==> src/rtl/alu_pkg.sv <==
`default_nettype none
// ============================================================================
// alu_pkg : opcodes, flag bit positions and FSM encodings for param_alu
// Rev 1.0
// ============================================================================
package alu_pkg;

   localparam logic [3:0] OP_ADD = 4'd0;
   localparam logic [3:0] OP_SUB = 4'd1;
   localparam logic [3:0] OP_AND = 4'd2;
   localparam logic [3:0] OP_OR  = 4'd3;
   localparam logic [3:0] OP_XOR = 4'd4;
   localparam logic [3:0] OP_INV = 4'd5;
   localparam logic [3:0] OP_SHL = 4'd6;
   localparam logic [3:0] OP_SHR = 4'd7;
   localparam logic [3:0] OP_MUL = 4'd8;

   localparam int OVF = 0;
   localparam int CRY = 1;
   localparam int NEG = 2;
   localparam int ZRO = 3;
   localparam int ERR = 4;
   localparam int NUM_FLAGS = 5;

   localparam logic [0:0] ST_IDLE    = 1'b0;
   localparam logic [0:0] ST_MUL_RUN = 1'b1;

   typedef logic [NUM_FLAGS-1:0] flags_t;

endpackage
`default_nettype wire

==> src/rtl/param_alu_if.sv <==
`default_nettype none
// ============================================================================
// param_alu_if : operation handshake and result bundle of param_alu
// Rev 1.0
// ============================================================================
interface param_alu_if #(
   parameter int WIDTH = 8
);
   logic             in_valid;
   logic             in_ready;
   logic [3:0]       op;
   logic [WIDTH-1:0] in1;
   logic [WIDTH-1:0] in2;
   logic             out_valid;
   logic [WIDTH-1:0] out;
   logic [WIDTH-1:0] out_hi;
   logic [4:0]       flags;

   modport master (
      output in_valid, op, in1, in2,
      input  in_ready, out_valid, out, out_hi, flags
   );

   modport slave (
      input  in_valid, op, in1, in2,
      output in_ready, out_valid, out, out_hi, flags
   );

endinterface
`default_nettype wire

==> src/rtl/alu_mul_seq.sv <==
`default_nettype none
// ============================================================================
// alu_mul_seq : unsigned shift-add multiplier, one multiplier bit per cycle
// Rev 1.0
// ============================================================================
module alu_mul_seq #(
   parameter int WIDTH = 8
) (
   input  wire                 clk,
   input  wire                 reset,
   input  wire                 start,
   input  wire  [WIDTH-1:0]    a,
   input  wire  [WIDTH-1:0]    b,
   output logic                done,
   output logic [2*WIDTH-1:0]  product
);
   localparam int CW = $clog2(WIDTH);

   logic [2*WIDTH-1:0] mcand_q, mcand_d, acc_q, acc_d, add0, add1;
   logic [WIDTH-1:0]   mplier_q, mplier_d;
   logic [CW-1:0]      count_q, count_d, count_inc;
   logic               running_q, running_d;

   always_comb begin
      add0      = mplier_q[0] ? mcand_q : '0;
      add1      = mplier_q[1] ? (mcand_q << 1) : '0;
      count_inc = count_q + CW'(1);
      // The closing cycle folds the top two multiplier bits in together,
      // so the product is ready when count reaches WIDTH-1.
      done      = running_q && (count_inc == CW'(WIDTH-1));
      product   = acc_q + add0 + add1;

      mcand_d   = mcand_q;
      mplier_d  = mplier_q;
      acc_d     = acc_q;
      count_d   = count_q;
      running_d = running_q;
      if (start) begin
         mcand_d   = {{WIDTH{1'b0}}, a};
         mplier_d  = b;
         acc_d     = '0;
         count_d   = '0;
         running_d = 1'b1;
      end else if (running_q) begin
         mcand_d   = mcand_q << 1;
         mplier_d  = mplier_q >> 1;
         acc_d     = acc_q + add0;
         count_d   = count_inc;
         running_d = !done;
      end
   end

   always_ff @(posedge clk or negedge reset) begin
      if (!reset) begin
         mcand_q   <= '0;
         mplier_q  <= '0;
         acc_q     <= '0;
         count_q   <= '0;
         running_q <= 1'b0;
      end else begin
         mcand_q   <= mcand_d;
         mplier_q  <= mplier_d;
         acc_q     <= acc_d;
         count_q   <= count_d;
         running_q <= running_d;
      end
   end

endmodule
`default_nettype wire

==> src/rtl/param_alu.sv <==
`default_nettype none
// ============================================================================
// param_alu : registered ALU with status flags, valid/ready input handshake
// Rev 1.0
// ============================================================================
module param_alu
   import alu_pkg::*;
#(
   parameter int WIDTH = 8
) (
   input wire         clk,
   input wire         reset,
   param_alu_if.slave bus
);
   localparam int SHW = $clog2(WIDTH);
   localparam int MSB = WIDTH - 1;

   logic [0:0]         state_q, state_d;
   logic [WIDTH-1:0]   out_q, out_d, out_hi_q, out_hi_d;
   flags_t             flags_q, flags_d;
   logic               out_valid_q, out_valid_d;
   logic               accept, mul_start, mul_done;
   logic [2*WIDTH-1:0] mul_product;

   logic [WIDTH-1:0]   res;
   logic               res_cry, res_ovf, res_err;
   logic [WIDTH:0]     sum, diff, shl_ext, shr_ext;
   logic [SHW-1:0]     amt;

   assign bus.in_ready  = (state_q == ST_IDLE);
   assign bus.out       = out_q;
   assign bus.out_hi    = out_hi_q;
   assign bus.flags     = flags_q;
   assign bus.out_valid = out_valid_q;
   assign accept        = bus.in_valid && bus.in_ready;

   alu_mul_seq #(.WIDTH(WIDTH)) u_mul (
      .clk     (clk),
      .reset   (reset),
      .start   (mul_start),
      .a       (bus.in1),
      .b       (bus.in2),
      .done    (mul_done),
      .product (mul_product)
   );

   // Single-cycle datapath; the extra top/bottom bit of the shift results
   // holds the last bit shifted out.
   always_comb begin
      amt     = bus.in2[SHW-1:0];
      sum     = {1'b0, bus.in1} + {1'b0, bus.in2};
      diff    = {1'b0, bus.in1} - {1'b0, bus.in2};
      shl_ext = {1'b0, bus.in1} << amt;
      shr_ext = {bus.in1, 1'b0} >> amt;
      res     = '0;
      res_cry = 1'b0;
      res_ovf = 1'b0;
      res_err = 1'b0;
      case (bus.op)
         OP_ADD: begin
            res     = sum[MSB:0];
            res_cry = sum[WIDTH];
            res_ovf = (bus.in1[MSB] == bus.in2[MSB]) && (res[MSB] != bus.in1[MSB]);
         end
         OP_SUB: begin
            res     = diff[MSB:0];
            res_cry = diff[WIDTH];
            res_ovf = (bus.in1[MSB] != bus.in2[MSB]) && (res[MSB] != bus.in1[MSB]);
         end
         OP_AND: res = bus.in1 & bus.in2;
         OP_OR:  res = bus.in1 | bus.in2;
         OP_XOR: res = bus.in1 ^ bus.in2;
         OP_INV: res = ~bus.in1;
         OP_SHL: begin
            res     = shl_ext[MSB:0];
            res_cry = shl_ext[WIDTH];
         end
         OP_SHR: begin
            res     = shr_ext[WIDTH:1];
            res_cry = shr_ext[0];
         end
         OP_MUL: ;
         default: res_err = 1'b1;
      endcase
   end

   always_comb begin
      state_d     = state_q;
      out_d       = out_q;
      out_hi_d    = out_hi_q;
      flags_d     = flags_q;
      out_valid_d = 1'b0;
      mul_start   = 1'b0;
      if (state_q == ST_IDLE) begin
         if (accept) begin
            if (bus.op == OP_MUL) begin
               mul_start = 1'b1;
               state_d   = ST_MUL_RUN;
            end else begin
               out_d        = res;
               out_hi_d     = '0;
               flags_d      = '0;
               flags_d[ERR] = res_err;
               flags_d[ZRO] = !res_err && (res == '0);
               flags_d[NEG] = res[MSB];
               flags_d[CRY] = res_cry;
               flags_d[OVF] = res_ovf;
               out_valid_d  = 1'b1;
            end
         end
      end else if (mul_done) begin
         out_d        = mul_product[MSB:0];
         out_hi_d     = mul_product[2*WIDTH-1:WIDTH];
         flags_d      = '0;
         flags_d[ZRO] = (mul_product == '0);
         flags_d[NEG] = mul_product[MSB];
         flags_d[OVF] = |mul_product[2*WIDTH-1:WIDTH];
         out_valid_d  = 1'b1;
         state_d      = ST_IDLE;
      end
   end

   always_ff @(posedge clk or negedge reset) begin
      if (!reset) begin
         state_q     <= ST_IDLE;
         out_q       <= '0;
         out_hi_q    <= '0;
         flags_q     <= '0;
         out_valid_q <= 1'b0;
      end else begin
         state_q     <= state_d;
         out_q       <= out_d;
         out_hi_q    <= out_hi_d;
         flags_q     <= flags_d;
         out_valid_q <= out_valid_d;
      end
   end

endmodule
`default_nettype wire

==> src/flat_wrapper.sv <==
// flat-port wrapper written by rule: the top's interface ports become plain ports
module param_alu_flat import alu_pkg::*;
#(
   parameter int WIDTH = 8
)
  (clk, reset, bus_in_valid, bus_op, bus_in1, bus_in2, bus_in_ready, bus_out_valid, bus_out, bus_out_hi, bus_flags);
  param_alu_if #(.WIDTH(WIDTH)) bus_i ();
  input wire clk;
  input wire reset;
  input wire logic [$bits(bus_i.in_valid)-1:0] bus_in_valid;
  input wire logic [$bits(bus_i.op)-1:0] bus_op;
  input wire logic [$bits(bus_i.in1)-1:0] bus_in1;
  input wire logic [$bits(bus_i.in2)-1:0] bus_in2;
  output wire logic [$bits(bus_i.in_ready)-1:0] bus_in_ready;
  output wire logic [$bits(bus_i.out_valid)-1:0] bus_out_valid;
  output wire logic [$bits(bus_i.out)-1:0] bus_out;
  output wire logic [$bits(bus_i.out_hi)-1:0] bus_out_hi;
  output wire logic [$bits(bus_i.flags)-1:0] bus_flags;
  assign bus_i.in_valid = bus_in_valid;
  assign bus_i.op = bus_op;
  assign bus_i.in1 = bus_in1;
  assign bus_i.in2 = bus_in2;
  assign bus_in_ready = bus_i.in_ready;
  assign bus_out_valid = bus_i.out_valid;
  assign bus_out = bus_i.out;
  assign bus_out_hi = bus_i.out_hi;
  assign bus_flags = bus_i.flags;
  param_alu #(.WIDTH(WIDTH)) u_core (.clk(clk), .reset(reset), .bus(bus_i));
endmodule
==> config.mk <==
export PLATFORM = sky130hd
export DESIGN_NAME = param_alu_flat
export DESIGN_NICKNAME = d
export VERILOG_FILES = /design/src/rtl/alu_pkg.sv /design/src/rtl/param_alu_if.sv /design/src/rtl/alu_mul_seq.sv /design/src/rtl/param_alu.sv /design/src/flat_wrapper.sv
export SDC_FILE = /design/constraint.sdc
export NUM_CORES = 1
export LEC_CHECK = 0
export ABC_AREA = 1
export CAP_MARGIN = 20
export CORE_MARGIN = 1.5
export CORE_UTILIZATION = 60
export DETAILED_ROUTE_END_ITERATION = 6
export PLACE_DENSITY = 0.78
export SYNTH_ARGS = -nofsm -noshare
export SYNTH_HDL_FRONTEND = slang
export SYNTH_SLANG_ARGS = --single-unit
==> constraint.sdc <==
create_clock -name clk -period 5 [get_ports clk]
set_clock_uncertainty 0.15 [all_clocks]
set_input_delay 0.75 -clock clk [delete_from_list [all_inputs] [get_ports clk]]
set_output_delay 0.75 -clock clk [all_outputs]
set_load 0.02 [all_outputs]
## Word level (Yosys, flattened, before mapping)

Index checks and enable logic that the tools add are counted.

- Register bits after elaboration: 67
- Bits in latches: 0
- Memory bits (writable): 0
- Memory bits (read-only): 0
- Input port bits: 23
- Output and inout port bits: 23
- Memories kept: 0

- Add/sub/neg operators: 5
- Multiply operators: 0
- Divide/modulo/power cells: 0
- Order comparisons: 0
- Eq/ne operators: 15
- Shift operators: 2
- Mux-type cells: 37
- Bitwise operators: 5
- Reductions and logical operators: 14

Operator list:

| cell | count |
|---|---|
| $mux 16 | 6 |
| $mux 8 | 10 |
| $pmux 8 s8 | 1 |
| $add 16x16->16 | 2 |
| $mux 5 | 4 |
| $eq 4x3->1 const B | 4 |
| $logic_not 16->1 | 1 |
| $mux 1 | 12 |
| $add 8x8->9 | 1 |
| $reduce_or 9->1 | 1 |
| $shl 8x3->9 | 1 |
| $shr 9x3->9 | 1 |
| $sub 8x8->9 | 1 |
| $and 8x8->8 | 1 |
| $eq 4x2->1 const B | 2 |
| $logic_not 8->1 | 1 |
| $not 8->8 | 1 |
| $or 8x8->8 | 1 |
| $reduce_or 8->1 | 1 |
| $xor 8x8->8 | 1 |
| $mux 3 | 2 |
| $logic_and 1x1->1 | 5 |
| $eq 4x1->1 const B | 1 |
| $eq 4x4->1 const B | 1 |
| other kinds (13) | 16 |

## Depth between registers and ports, before layout

Gate-level depths: netlist of the first run.

- Word-level depth: 7
- Depth in mapped cells: 27
- Depth with buffers taken out: 26

## Modules after synthesis

From an unflattened synthesis of the first run, not the netlist that was laid out.

- Cells, all modules: 1011
- Area, all modules: 6473.7 sq um

Modules (own cells, without submodules):

| module | instances | cells an instance | area each (sq um) | seq. area each (sq um) |
|---|---|---|---|---|
| alu_mul_seq | 1 | 530 | 3641.0 | 1101.1 |
| param_alu | 1 | 481 | 2832.7 | 550.5 |

## Worst setup path before layout of the first run

OpenSTA, ideal clock, no wires.

- Kind: flip-flop to flip-flop
- Start: reg u_core.u_mul.mplier_q[0]
- End: reg u_core.flags_q[0], in the netlist u_core.bus.flags[0]
- Library setup time: 119 ps
- Data arrival time: 3398 ps
- Data required time: 4731 ps
- Slack: 1333 ps
- Stages on the path, launching flop included: 24
- Period minus slack after synthesis: 3667 ps
- Cells stage by stage: dfrtp_1 clkbuf_1 clkbuf_1 nand2_1 inv_1 ha_1 a21oi_1 o21ai_2 nand2_1 o211ai_1 a21oi_1 o21bai_1 xnor2_1 inv_1 ha_1 a21oi_1 a21boi_0 nand4_1 nand2_1 nand3_1 nor2_1 nand3_1 nand3_1 nand2_1

- Longest elaborated chain between the ends: 6

Ends and longest elaborated chain:

| element | RTL line | source |
|---|---|---|
| start, declared | alu_mul_seq.sv:20 | `logic [WIDTH-1:0] mplier_q, mplier_d;` |
| start signal, assigned | alu_mul_seq.sv:62 | `mplier_q <= mplier_d;` |
| $mux 16 | alu_mul_seq.sv:25 | `add0 = mplier_q[0] ? mcand_q : '0;` |
| $add 16x16->16 (2 in a row) | alu_mul_seq.sv:31 | `product = acc_q + add0 + add1;` |
| $reduce_or 8->1 | param_alu.sv:117 | `flags_d[OVF] = \|mul_product[2*WIDTH-1:WIDTH];` |
| $mux 5 | param_alu.sv:111 | `end else if (mul_done) begin` |
| $mux 5 | param_alu.sv:94 | `if (state_q == ST_IDLE) begin` |
| end signal, assigned | param_alu.sv:134 | `flags_q <= flags_d;` |
| end, declared | param_alu.sv:20 | `flags_t flags_q, flags_d;` |

No other way between the ends. The select of a mux whose other input is x is not followed.
A chain may end at the register's enable or synchronous reset.

## Worst setup path after layout of the first run

Ends and elaborated chain as after synthesis.

==> metrics.json, run 1 <==
{
  "internal_power": {"value": 1.51, "unit": "mW"},
  "worst_path_max_fanout": {"value": 17},
  "worst-r2r-setup-slack": {"value": 0.84, "unit": "ns"},
  "die_height": {"value": 106, "unit": "um"},
  "synthesis.area": {"value": 6380, "unit": "sq um"},
  "synth-seq-area-share": {"value": 25.9, "unit": "%"},
  "report.final.setup_viol": {"value": 0},
  "worst_hold_path_type": {"value": "in -> async"},
  "reg2reg_from": {"value": "u_core.u_mul.mplier_q[0]"},
  "synth-async-reset-ratio": {"value": 100, "unit": "%"},
  "status": {"value": "complete, no violations"},
  "power_share_of_the_clock_group": {"value": 18.2, "unit": "%"},
  "post-cts-setup-buffer-count": {"value": 0},
  "final_layout_size_suffix_gt1_share": {"value": 4.13, "unit": "%"},
  "ctsRootBufferMaster": {"value": "sky130_fd_sc_hd__clkbuf_8"},
  "switching_share": {"value": 45.2, "unit": "%"},
  "grt_use_total": {"value": 33.7, "unit": "%"},
  "min_period": {"value": 4.16, "unit": "ns"},
  "synth_enable_flop_cells": {"value": 0},
  "finish.net_count": {"value": 1095},
  "p_leak": {"value": 3.97, "unit": "nW"},
  "tritoncts": {"value": "yes"},
  "layout_area_growth_over_synthesis": {"value": 10.9, "unit": "%"},
  "setup-tns-final": {"value": 0, "unit": "ns"},
  "post_synth_net_total": {"value": 1066},
  "detailedRoute.firstIterationViolations": {"value": 461},
  "final_max_slew_viol_count": {"value": 0},
  "first_global_vias": {"value": 6063},
  "clock_tree_buffer_depth": {"value": 2},
  "synth.yosys.warnings": {"value": 0},
  "final.period_utilization": {"value": 83.2, "unit": "%"},
  "maxCapViolCount": {"value": 0},
  "cts_clock_pin_slew_for_the_worst_setup_and_hold_paths": {"value": 0.08, "unit": "ns"},
  "crit_path_end_kind": {"value": "register"},
  "place_hpwl": {"value": 13900, "unit": "um"},
  "combPwrFrac": {"value": 49.0, "unit": "%"},
  "global_route_wire_length_before_repair": {"value": 29800, "unit": "um"},
  "ys_ff_latch": {"value": 66},
  "detailroute.via_count": {"value": 6516},
  "postSynthAreaPerCell": {"value": 6.49, "unit": "sq um"},
  "gpl.final_weighted_congestion": {"value": 1.00},
  "grt_max_degree": {"value": 35},
  "crit-reg2reg-capture": {"value": "u_core.bus.flags[0]"},
  "clock_latency_on_the_worst_skew_pair": {"value": 0.36, "unit": "ns"},
  "route.antenna.remaining_nets": {"value": 0},
  "number_of_inserted_diodes": {"value": 0},
  "grt_antenna_before_repair": {"value": 0},
  "cts.sinks": {"value": 66},
  "post_cts_resized": {"value": 0},
  "core-area": {"value": 10300, "unit": "sq um"},
  "die_width": {"value": 106, "unit": "um"},
  "worst_r2r_path_depth": {"value": 22},
  "layout_commonest_cell": {"value": "sky130_fd_sc_hd__nand2_1"},
  "synthFlopType": {"value": "sky130_fd_sc_hd__dfrtp_1"},
  "synth_cell_type_count": {"value": 40},
  "post_drt_wl_per_cell": {"value": 15.5, "unit": "um"},
  "placed_cells": {"value": 1137},
  "final_cell_mix": {"value": "306 x sky130_fd_sc_hd__nand2_1, 147 x sky130_fd_sc_hd__inv_1, 111 x sky130_fd_sc_hd__nand3_1, 66 x sky130_fd_sc_hd__dfrtp_1, 63 x sky130_fd_sc_hd__nor2_1"},
  "critPathLaunch": {"value": "u_core.u_mul.mplier_q[0]"},
  "fin_util": {"value": 68.5, "unit": "%"},
  "post_synth_inst_count": {"value": 983},
  "power.sequential.fraction": {"value": 32.7, "unit": "%"},
  "number_of_h_tree_levels": {"value": 3},
  "boundaryPins": {"value": 46},
  "cellPowerDensity": {"value": 391, "unit": "nW/um^2"},
  "arrival": {"value": 4.27, "unit": "ns"},
  "critical_path.startpoint_type": {"value": "register"},
  "port_buffers": {"value": 45},
  "finalHoldViolCount": {"value": 0},
  "grt_setup_unrepaired": {"value": "no"},
  "num_rows": {"value": 37},
  "tightestPinTransition": {"value": 0.984, "unit": "ns"},
  "drt_pass1_iterations": {"value": 5},
  "tritoncts.num_buffers": {"value": 9},
  "post_drt_via_cell_ratio": {"value": 5.65},
  "switching_power": {"value": 1.25, "unit": "mW"},
  "worstPathRequired": {"value": 5.11, "unit": "ns"},
  "route.final.wire_length": {"value": 17900, "unit": "um"},
  "max_slew_margin": {"value": 34.1, "unit": "%"},
  "drc": {"value": 0},
  "critical_path_class": {"value": "reg -> reg"},
  "layout.cells.non_filler": {"value": 1153},
  "clock.fmax": {"value": 240, "unit": "MHz"},
  "power.ir.vdd_worst": {"value": 0.284, "unit": "mV"},
  "design.die.area": {"value": 11300, "unit": "sq um"},
  "start_util": {"value": 61.8, "unit": "%"},
  "grt_overflow": {"value": 0},
  "cts.hold.buffers_added": {"value": 0}
}
==> cells by family (layout without fill, tap and decap cells) <==
family          after synthesis  in the layout  synth area share (%)
compound gates              126            126                  12.2
buf+inv                     186            220                  11.7
fa+ha+maj                    60             60                  12.2
flops                        66             66                  25.9
simple gates                523            523                  34.9
xor+xnor                     22             22                  3.02
==> metrics by stage <==
step | worst slack, ns | area (sq um) | power, mW | hold WS, ns
finish | 0.842 | 7070 | 2.76 | 0.296
global route | 0.376 | 7070 | 2.98 | 0.340
CTS | 0.880 | 7070 | 2.77 | 0.317
detailed placement | 0.887 | 6850 | 2.25 | 0.321
global placement | 1.02 | 6850 | 2.23 | 0.317
floorplan | 1.33 | 6380 | 1.83 | 0.303
==> area by class of cell <==
class	count	area, sq um
multi-input cells	731	3980
clock inverters	5	77.6
clock buffers	11	141
repair buffers	48	468
well taps	136	170
inverters	156	586
fillers	985	3250
flip-flops and latches	66	1650
==> power groups by stage <==
stage	combinational, mW	clock, mW	sequential (mW)
floorplan	0.963	0	0.868
global placement	1.33	0	0.902
detailed placement	1.35	0	0.907
CTS	1.35	0.514	0.900
global route	1.52	0.535	0.925
finish	1.35	0.503	0.904
==> registers in the layout (all words and copies together) (netlist names) <==
name,cells
u_core.u_mul.running_q,1
u_core.u_mul.mcand_q,16
u_core.u_mul.acc_q,16
u_core.u_mul.mplier_q,8
u_core.bus.flags,5
u_core.bus.out_hi,8
u_core.bus.out,7
u_core.state_q,1
u_core.u_mul.count_q,3
u_core.bus.out_valid,1
==> critical path, cell delays in order (launching register included) <==
cell and delay, ns:
sky130_fd_sc_hd__dfrtp_1 0.67, sky130_fd_sc_hd__nand2_1 0.10, sky130_fd_sc_hd__inv_1 0.08, sky130_fd_sc_hd__ha_1 0.16, sky130_fd_sc_hd__inv_1 0.05, sky130_fd_sc_hd__fa_1 0.41
sky130_fd_sc_hd__o21ai_2 0.22, sky130_fd_sc_hd__nand2_1 0.07, sky130_fd_sc_hd__o211ai_1 0.14, sky130_fd_sc_hd__a21oi_1 0.18, sky130_fd_sc_hd__o21bai_1 0.18, sky130_fd_sc_hd__xnor2_1 0.15
sky130_fd_sc_hd__inv_1 0.06, sky130_fd_sc_hd__ha_1 0.33, sky130_fd_sc_hd__a21oi_1 0.18, sky130_fd_sc_hd__a21boi_0 0.26, sky130_fd_sc_hd__nand4_1 0.11, sky130_fd_sc_hd__nand2_1 0.09
sky130_fd_sc_hd__nand3_1 0.08, sky130_fd_sc_hd__nor2_1 0.14, sky130_fd_sc_hd__nand3_1 0.10, sky130_fd_sc_hd__nand3_1 0.08, sky130_fd_sc_hd__nand2_1 0.06
==> cells in the mapped netlist (7+ instances only) <==
cell,instances,share of area (%)
sky130_fd_sc_hd__a21oi_1,31,2.4
sky130_fd_sc_hd__a22o_1,9,1.2
sky130_fd_sc_hd__buf_2,17,1.3
sky130_fd_sc_hd__clkbuf_1,7,0.41
sky130_fd_sc_hd__dfrtp_1,66,26
sky130_fd_sc_hd__ha_1,56,11
sky130_fd_sc_hd__inv_1,147,8.7
sky130_fd_sc_hd__inv_2,8,0.47
sky130_fd_sc_hd__nand2_1,306,18
sky130_fd_sc_hd__nand3_1,111,8.7
sky130_fd_sc_hd__nand4_1,14,1.4
sky130_fd_sc_hd__nor2_1,63,3.7
sky130_fd_sc_hd__nor3_1,10,0.78
sky130_fd_sc_hd__o211ai_1,7,0.82
sky130_fd_sc_hd__o21ai_0,39,3.1
sky130_fd_sc_hd__o221ai_1,10,1.4
sky130_fd_sc_hd__o22ai_1,10,0.98
sky130_fd_sc_hd__xnor2_1,8,1.1
sky130_fd_sc_hd__xor2_1,14,1.9
==> worst max-delay path by stage <==
stage                                to  slack, ns  depth (start not counted)
global route        u_core.bus.flags[0]       0.38                         22
CTS                 u_core.bus.flags[3]       0.88                         23
detailed placement  u_core.bus.flags[0]       0.89                         24
finish              u_core.bus.flags[0]       0.84                         22
global placement    u_core.bus.flags[0]       1.02                         22
floorplan           u_core.bus.flags[0]       1.33                         23
==> routing by layer <==
metal  vias to the layer above  part of all wire [%]  track usage, %
met1                      3009                    43            43.3
li1                       3230                     -               -
met5                         -                     0               0
met3                        49                   5.5            4.97
met4                         0                   4.4            17.6
met2                       228                    47            54.7
(Power assumes the default switching activity.)
==> run 2, diff against run 1 <==
- clock period: 5 -> 4.1 ns (I/O delays scaled with it)
==> metrics.json, run 2 (synthesis gave the netlist of run 1 again) <==
{
  "final_cell_mix": {"value": "306 x sky130_fd_sc_hd__nand2_1, 147 x sky130_fd_sc_hd__inv_1, 111 x sky130_fd_sc_hd__nand3_1, 66 x sky130_fd_sc_hd__dfrtp_1, 63 x sky130_fd_sc_hd__nor2_1"},
  "crit_path_end_kind": {"value": "register"},
  "port_buffers": {"value": 45, "change": "unchanged"},
  "final-seq-area": {"value": 1650, "unit": "sq um", "change": "unchanged"},
  "gpl.final_weighted_congestion": {"value": 0.984, "change": "-2.1%"},
  "die_width": {"value": 106, "unit": "um", "change": "unchanged"},
  "cp_num_buf_inv": {"value": 5, "change": "+2"},
  "core-area": {"value": 10300, "unit": "sq um", "change": "unchanged"},
  "layout_top_registers": {"value": "u_core.u_mul.acc_q: 16 flops, u_core.u_mul.mcand_q: 16 flops"},
  "clock_tree_buffer_depth": {"value": 2, "change": "unchanged"},
  "number_of_inserted_diodes": {"value": 0, "change": "unchanged"},
  "cp_num_cells": {"value": 23, "change": "+4.5%"},
  "clock_latency_on_the_worst_skew_pair": {"value": 0.37, "unit": "ns", "change": "about the same"},
  "drt_pass1_iterations": {"value": 5, "change": "unchanged"},
  "post_drt_wl_per_cell": {"value": 15.3, "unit": "um", "change": "-1.0%"},
  "layout_area_growth_over_synthesis": {"value": 12.0, "unit": "%"},
  "tritoncts.num_buffers": {"value": 9, "change": "unchanged"},
  "setup_ws": {"value": 0.378, "unit": "ns", "change": "-0.464 ns"},
  "finish.net_count": {"value": 1105, "change": "+0.91%"},
  "critical_path_class": {"value": "reg -> reg"},
  "critical_path.startpoint_type": {"value": "register"},
  "num-fill-cells": {"value": 983, "change": "-0.20%"},
  "worst_path_max_fanout": {"value": 5, "change": "-12"},
  "power.ir.vdd_worst": {"value": 0.392, "unit": "mV", "change": "+38%"},
  "setup-tns-final": {"value": 0, "unit": "ns", "change": "unchanged"},
  "boundaryPins": {"value": 46, "change": "unchanged"},
  "p_leak": {"value": 4.00, "unit": "nW", "change": "+0.79%"},
  "placed_area": {"value": 6910, "unit": "sq um", "change": "+0.88%"},
  "grt_max_degree": {"value": 36, "change": "+2.9%"},
  "multi_input_comb_area": {"value": 4000, "unit": "sq um", "change": "+0.63%"},
  "route.antenna.remaining_nets": {"value": 0, "change": "unchanged"},
  "route.final.wire_length": {"value": 17800, "unit": "um", "change": "-0.18%"},
  "worst_hold_path_type": {"value": "in -> async"},
  "place_hpwl": {"value": 14000, "unit": "um", "change": "+1.2%"},
  "finalHoldViolCount": {"value": 0, "change": "unchanged"},
  "crit_path_cell_trace": {"value": "nand2_1 -> inv_1 -> ha_1 -> inv_1 -> fa_1 -> o21ai_2 -> nand2_1 -> o211ai_1 -> a21oi_2 -> o21ai_0 -> xor2_1 -> inv_1 -> ha_1 -> inv_1 -> nor3_1 -> nor3_1 -> nand2_1 -> inv_1 -> nand3_1 -> nand2_1 -> nand3_1 -> nand3_1 -> nand2_1"},
  "max_slew_margin": {"value": 54.2, "unit": "%", "change": "+20 points"},
  "detailedRoute.firstIterationViolations": {"value": 398, "change": "-14%"},
  "worst_r2r_path_depth": {"value": 23, "change": "+4.5%"},
  "status": {"value": "complete, no violations"},
  "drc": {"value": 0, "change": "unchanged"},
  "die_height": {"value": 106, "unit": "um", "change": "unchanged"},
  "final_layout_size_suffix_gt1_share": {"value": 5.55, "unit": "%", "change": "+1.4 points"},
  "finish.instance_area": {"value": 7140, "unit": "sq um", "change": "+0.99%"},
  "post_drt_via_cell_ratio": {"value": 5.57, "change": "-1.4%"},
  "critical_path.top_delay_family": {"value": "simple AND/OR/NAND/NOR gates"},
  "tightestPinTransition": {"value": 0.688, "unit": "ns", "change": "-0.297 ns"},
  "cts_clock_pin_slew_for_the_worst_setup_and_hold_paths": {"value": 0.07, "unit": "ns", "change": "about the same"},
  "grt_antenna_before_repair": {"value": 0, "change": "unchanged"},
  "detailroute.via_count": {"value": 6483, "change": "-0.51%"},
  "number_of_h_tree_levels": {"value": 3, "change": "unchanged"},
  "grt_use_total": {"value": 33.7, "unit": "%", "change": "+0.087 points"},
  "report.final.setup_viol": {"value": 0, "change": "unchanged"},
  "grt_overflow": {"value": 0, "change": "unchanged"},
  "clock.fmax": {"value": 269, "unit": "MHz", "change": "+12%"},
  "global_route_wire_length_before_repair": {"value": 29900, "unit": "um", "change": "+0.56%"},
  "design.die.area": {"value": 11300, "unit": "sq um", "change": "unchanged"},
  "final.period_utilization": {"value": 90.8, "unit": "%", "change": "+7.6 points"},
  "min_period": {"value": 3.72, "unit": "ns", "change": "-0.436 ns"},
  "worstPathRequired": {"value": 4.21, "unit": "ns", "change": "-0.90 ns"},
  "layout_commonest_cell": {"value": "sky130_fd_sc_hd__nand2_1"},
  "worst_hold_slack_across_all_endpoints": {"value": 0.130, "unit": "ns", "change": "-0.165 ns"},
  "cts.sinks": {"value": 66, "change": "unchanged"},
  "first_global_vias": {"value": 6275, "change": "+3.5%"},
  "final_max_slew_viol_count": {"value": 0, "change": "unchanged"},
  "cp_slowest_cell": {"value": "sky130_fd_sc_hd__fa_1"},
  "maxCapViolCount": {"value": 0, "change": "unchanged"},
  "total_power": {"value": 3.30, "unit": "mW", "change": "+20%"},
  "cellPowerDensity": {"value": 462, "unit": "nW/um^2", "change": "+18%"},
  "start_util": {"value": 61.8, "unit": "%", "change": "unchanged"},
  "crit_path_max_incr_delay": {"value": 0.42, "unit": "ns", "change": "-0.25 ns"},
  "ctsRootBufferMaster": {"value": "sky130_fd_sc_hd__clkbuf_8"},
  "pre_cts_ws": {"value": 0.309, "unit": "ns", "change": "-0.579 ns"},
  "tritoncts": {"value": "yes"},
  "num_rows": {"value": 37, "change": "unchanged"},
  "arrival": {"value": 3.83, "unit": "ns", "change": "-0.44 ns"}
}
run 2: routing by layer:
| metal | vias up | wire length (um) | track usage, % |
|---|---|---|---|
| met2 | 220 | 8540 | 57.9 |
| met1 | 2947 | 7510 | 40.3 |
| met4 | 0 | 924 | 17.7 |
| met3 | 64 | 841 | 5.82 |
| li1 | 3252 | - | - |
| met5 | - | 0 | 0 |
run 2: repair_timing:
action | CTS | global route
resized for setup | 0 | 5
setup buffers | 0 | 2
hold buffers | 0 | 0
setup endpoints to repair | 0 | 2
run 2: power breakdown:
group | leakage [nW] | internal [mW] | total, mW | switching [mW]
sequential | 0.888 | 0.873 | 1.09 | 0.214
clock | 0.0919 | 0.254 | 0.523 | 0.269
combinational | 3.02 | 0.643 | 1.69 | 1.05
total | 4.00 | 1.77 | 3.30 | 1.53
run 2: final cells by class:
cell class / count / area share, %
inverters: 156 / 8.20
well taps: 136 / 2.38
multi-input cells: 731 / 56.0
clock inverters: 5 / 0.526
flip-flops and latches: 66 / 23.1
clock buffers: 11 / 2.12
repair buffers: 58 / 7.60
run 2: stage by stage:
step,util (%),std cells
after floorplan,-,983
after global placement,67.0,1145
after detailed placement,67.0,1145
after CTS,68.8,1161
after global routing,69.2,1163
final,69.2,1163
run 2: final timing paths:
path	slack (ns)	from	endpoint
max in group asynchronous	2.74	reset	u_core.bus.out_hi[3]
min in group clk	0.34	u_core.bus.out_hi[3]	u_core.bus.out_hi[3]
hold / removal	0.13	reset	u_core.u_mul.mcand_q[13]
setup reg to reg	0.38	u_core.u_mul.mplier_q[0]	u_core.bus.flags[0]
hold reg to reg	0.34	u_core.bus.out_hi[3]	u_core.bus.out_hi[3]
setup / recovery	0.38	u_core.u_mul.mplier_q[0]	u_core.bus.flags[0]
